--- src/rtl/lz77_hash_table_ctrl_pkg.sv ---
// ============================================================================
// Module   : lz77_hash_table_ctrl_pkg
// Purpose  : Shared widths, state encoding and empty-slot value for the
//            LZ77 hash-table controller.
// Revision : 1.0 - initial release
// ============================================================================
`default_nettype none

package lz77_hash_table_ctrl_pkg;

  localparam int POS_W = 14;
  localparam logic [POS_W-1:0] EMPTY_POS = '0;

  typedef enum logic [1:0] {
    ST_RUN      = 2'd0,
    ST_CLR_WAIT = 2'd1,
    ST_CLR      = 2'd2
  } ht_state_e;

endpackage

`default_nettype wire

--- src/rtl/lz77_hash_table_ctrl.sv ---
// ============================================================================
// Module   : lz77_hash_table_ctrl
// Purpose  : Hash-table lookup/insert controller with full-table clear sweep;
//            LZ77_HT_CLEAR_ON_RESET_EN adds an automatic sweep after reset.
// Revision : 1.0 - initial release
// ============================================================================
`default_nettype none

module lz77_hash_table_ctrl
  import lz77_hash_table_ctrl_pkg::*;
#(
  parameter int HASH_BITS = 12
) (
  input  logic                 clk,
  input  logic                 rstn,
  input  logic                 in_valid,
  output logic                 in_ready,
  input  logic [HASH_BITS-1:0] in_hash,
  input  logic [POS_W-1:0]     in_pos,
  output logic                 out_valid,
  input  logic                 out_ready,
  output logic [POS_W-1:0]     out_prev_pos,
  output logic                 out_hit,
  output logic [POS_W-1:0]     out_dist,
  output logic [POS_W-1:0]     out_pos,
  input  logic                 clr_req,
  output logic                 clr_done,
  output logic [HASH_BITS-1:0] ram_addr,
  output logic                 ram_wen,
  output logic [POS_W-1:0]     ram_wdata,
  output logic                 ram_ren,
  input  logic [POS_W-1:0]     ram_rdata
);

`ifdef LZ77_HT_CLEAR_ON_RESET_EN
  localparam logic BOOT_CLR_RST = 1'b1;
`else
  localparam logic BOOT_CLR_RST = 1'b0;
`endif

  ht_state_e            r_state;
  logic [HASH_BITS-1:0] r_clr_cnt;
  logic                 r_out_valid;
  logic [POS_W-1:0]     r_out_pos;
  logic                 r_clr_done;
  logic                 r_boot_clr;

  logic w_drain_ok;
  logic w_accept;
  logic w_in_clr;

  assign w_drain_ok = !r_out_valid || out_ready;
  assign w_in_clr   = (r_state == ST_CLR);
  assign in_ready   = rstn && (r_state == ST_RUN) && !r_boot_clr && w_drain_ok && !clr_req;
  assign w_accept   = in_valid && in_ready;

  // Read-before-write insert: the RAM returns the old slot while storing in_pos.
  assign ram_addr  = w_in_clr ? r_clr_cnt : in_hash;
  assign ram_ren   = w_accept;
  assign ram_wen   = w_accept || w_in_clr;
  assign ram_wdata = w_in_clr ? EMPTY_POS : in_pos;

  // RAM holds rdata while ren is low, so the result stays stable during stalls.
  assign out_prev_pos = ram_rdata;
  assign out_hit      = (ram_rdata != EMPTY_POS);
  assign out_dist     = r_out_pos - ram_rdata;
  assign out_pos      = r_out_pos;
  assign out_valid    = r_out_valid;
  assign clr_done     = r_clr_done;

  always_ff @(posedge clk or negedge rstn) begin
    if (!rstn) begin
      r_state     <= ST_RUN;
      r_clr_cnt   <= '0;
      r_out_valid <= 1'b0;
      r_out_pos   <= '0;
      r_clr_done  <= 1'b0;
      r_boot_clr  <= BOOT_CLR_RST;
    end else begin
      r_clr_done <= 1'b0;

      if (w_accept) begin
        r_out_valid <= 1'b1;
        r_out_pos   <= in_pos;
      end else if (out_ready) begin
        r_out_valid <= 1'b0;
      end

      case (r_state)
        ST_RUN: begin
          if (r_boot_clr) begin
            r_boot_clr <= 1'b0;
            r_state    <= ST_CLR;
          end else if (clr_req) begin
            r_state <= w_drain_ok ? ST_CLR : ST_CLR_WAIT;
          end
        end
        ST_CLR_WAIT: begin
          if (w_drain_ok) r_state <= ST_CLR;
        end
        ST_CLR: begin
          r_clr_cnt <= r_clr_cnt + 1'b1;
          if (&r_clr_cnt) begin
            r_clr_done <= 1'b1;
            r_state    <= ST_RUN;
          end
        end
        default: r_state <= ST_RUN;
      endcase
    end
  end

endmodule

`default_nettype wire

--- config.mk ---
export PLATFORM = sky130hd
export DESIGN_NAME = lz77_hash_table_ctrl
export DESIGN_NICKNAME = d
export VERILOG_FILES = /design/src/rtl/lz77_hash_table_ctrl_pkg.sv /design/src/rtl/lz77_hash_table_ctrl.sv
export SDC_FILE = /design/constraint.sdc
export NUM_CORES = 1
export LEC_CHECK = 0
export CAP_MARGIN = 20
export CORE_ASPECT_RATIO = 1.25
export CORE_MARGIN = 3
export CORE_UTILIZATION = 43
export DETAILED_ROUTE_END_ITERATION = 12
export MAX_ROUTING_LAYER = met4
export PLACE_DENSITY = 0.95
export SKIP_CTS_REPAIR_TIMING = 1
export SYNTH_ARGS = -nofsm -noshare
export SYNTH_HDL_FRONTEND = slang
export SYNTH_SLANG_ARGS = --single-unit
--- constraint.sdc ---
create_clock -name clk -period 6.18 [get_ports clk]
set_input_delay 1.545 -clock clk [delete_from_list [all_inputs] [get_ports clk]]
set_output_delay 1.545 -clock clk [all_outputs]
set_load 0.01 [all_outputs]
==> reports/metrics.cfg <==
[pwr]
power_frac_seq_pct = 23.1
ir_drop_mv = 0.259
p_sw_uw = 563
p_int_uw = 887
leakage_nw = 1.57
pwr-share-clk_pct = 11.0
sw_frac_of_total_pct = 38.8
powerDensity_mw_per_mm2 = 419
pwr-share-comb_pct = 65.9

[drt]
detail-route-antenna-nets = 0
drc = 0
wl_per_cell_um = 14.5
via_per_inst = 5.07
drt_first_iter_violations = 70
drt_wl_total_mm = 6.16
vias = 2151
dr.pass1.iters = 6

[synthesis]
synthCells = 255
yosys_warnings = 0
yosys-top-cells-area = dfrtp_1, nand2_1, ha_1
synthesis.area_mm2 = 0.00221
synthSimpleGateAreaFrac_pct = 21.6
avgSynthCellArea_um2 = 8.68
synthXorXnorAreaFrac_pct = 9.50
yosys.area.top_type_share_pct = 33.9
synthMuxAreaShare_pct = 7.12
ys_seq_area_share_pct = 33.9
synth.ff_latch_count = 30
synth_top_family_by_area = simple AND/OR/NAND/NOR gates
synth_top_area_cell = dfrtp_1
synth_compound_area_share_pct = 10.0
synth_cell_types = 34
synthAdderAreaFrac_pct = 8.82
synth.net_count = 315

[setup_path]
worst_setup_path_start_kind = primary input
end_kind = output port
path_max_fanout = 3
worstPathArrival_ps = 4220
required_ps = 4640
crit_type = in2out

[global_routing]
grt_pass1_wl_mm = 10.2
overflow = 0
antenna_found_initial = 0
grt_pass1_vias = 2213
grt_start_max_net_pins = 31
grt_usage_pct = 21.6

[die]
die_x_um = 70.2
start_util_pct = 45.5
core_area_mm2 = 0.00487
ios = 119
die_y_um = 86.2
rows = 28
dieArea_mm2 = 0.00605

[run]
cap_viol_max_count = 0

[sta]
max-slew-margin-rel_pct = 68.3
tns_ps = 0
fmax_mhz = 173
min_period_ps = 5760
final_hold_viol_count = 0
worstMarginPinSlew_ps = 474
rsz0062_at_grt = no
finalMaxSlewViolations = 0
fin_crit_sh_pct = 93.3
skew_ps = 8.03
setup_viol = 0

[final_layout]
synthToLayoutAreaGrowth_pct = 56.2
layout-drive-gt1-share_pct = 7.69
antennaDiodeCount = 0
fin_nets = 423
fin_area_mm2 = 0.00346

[clock_network]
insertion_delay_ps = 280
cts_max_level = 2
cts_made_buffers = 5
root_buffer = clkbuf_8
cts.clk_slew.worst_paths_ps = 50
cts_tree = done
cts.sinks = 30
cts_buffer_depth = 2

[placed_design]
dp_hpwl_mm = 5.13
routabilityCongestion = 0.874
placed_area_mm2 = 0.00337
io_buffers = 118

[worst_hold_path]
min_path_type = reg2reg

[status]
status = complete, no violations

-- metrics by stage --
stage                     worst slack (ps)  power [mW]  utilization [%]  cells  hold WS (ps)
final                                  416        1.45             71.0    424           494
after global routing                   221        1.55             71.0    424           530
after CTS                              423        1.46             71.0    424           495
after detailed placement               425        1.30             69.1    416           481
after global placement                 466        1.27             69.1    416           478
after floorplan                       1580       0.819                -    255           455
-- cell usage in the layout, fill, tap and decap left out, types with 2 or more instances in the layout --
cell	netlist	routed
ha_1	14	14
nor4_1	3	3
buf_4	14	3
o21ai_0	7	7
nor3_1	2	2
xnor2_1	15	15
a21oi_1	11	11
inv_1	19	19
clkbuf_8	0	6
nor2b_1	16	15
nand2_1	54	54
nor2_1	10	10
xor2_1	9	9
nand2b_1	4	4
clkdlybuf4s50_1	0	118
and3_1	2	2
mux2_2	14	14
a21o_1	4	4
dfrtp_1	30	30
nand4_1	7	7
-- worst paths after layout --
kind,start,endpoint,slack [ps],cells past startpoint
min,r_clr_cnt[5],r_clr_cnt[5],490,1
min in group asynchronous,rstn,r_clr_cnt[8],1710,2
min reg2reg,r_clr_cnt[5],r_clr_cnt[5],490,1
max in group asynchronous,rstn,out_pos[3],4190,2
max reg2reg,r_state[1],r_clr_cnt[11],4180,6
max,ram_rdata[0],out_dist[10],420,10
-- kinds of logic (layout without fill, tap and decap cells) --
group                    after synthesis  in the layout
multiplexers                          14             14
flip-flops                            30             30
buffers and inverters                 39            148
XOR/XNOR                              24             24
AO/OA/AOI/OAI                         31             31
adder cells (fa/ha/maj)               15             15
AND/OR/NAND/NOR                      102            102
-- state kept, by name, summed over array words and instances (netlist names) --
signal and count:
out_pos 14, out_valid 1, r_state 2, r_clr_cnt 12
clr_done 1
-- synth_stat cells --
master	count
xnor2_1	15
nand4_1	7
nand2_2	1
a31oi_1	1
a21o_1	4
buf_4	14
o311ai_2	1
inv_1	19
o21ai_0	7
clkbuf_1	5
and4b_1	1
a211o_1	1
xor2_1	9
nor2_1	10
dfrtp_1	30
a2111oi_4	1
fa_1	1
nand3_1	1
buf_2	1
ha_1	14
nor3_1	2
mux2_2	14
nand2_1	54
nand2b_1	4
a211oi_1	1
nor2b_1	16
a41o_1	1
nor4_1	3
a21boi_0	1
a21oi_1	11
o21bai_1	1
or3_1	1
and3_1	2
o311a_1	1
-- power by group through the flow --
stage | Combinational [mW] | Sequential [mW] | Clock [mW]
2_1_floorplan | 0.480 | 0.339 | 0
3_3_place_gp | 0.934 | 0.334 | 0
3_5_place_dp | 0.962 | 0.337 | 0
4_1_cts | 0.963 | 0.335 | 0.165
5_1_grt | 1.04 | 0.348 | 0.171
6_report | 0.956 | 0.335 | 0.159
-- layer usage --
layer	up-vias	share of wire (%)	global-route usage (%)
met4	0	1.8	6.62
li1	1054	-	-
met5	-	0	-
met1	992	38	23.6
met2	93	55	40.2
met3	12	5.5	3.25
-- critical path, cell delays in order --
cell and delay [ps]:
clkdlybuf4s50_1 500, ha_1 160, inv_1 50, fa_1 430
a21oi_1 250, o21ai_0 140, a41o_1 270, a21oi_1 180
xnor2_1 130, clkdlybuf4s50_1 560
-- area by class of cell --
type / instances / area (µm²)
clock inverters: 1 / 5.00
multi-input cells: 186 / 1260
clock buffers: 7 / 86.3
inverters: 19 / 71.3
well taps: 60 / 75.1
flip-flops and latches: 30 / 751
repair buffers: 121 / 1200
fillers: 374 / 1410
(Power assumes the default switching activity.)
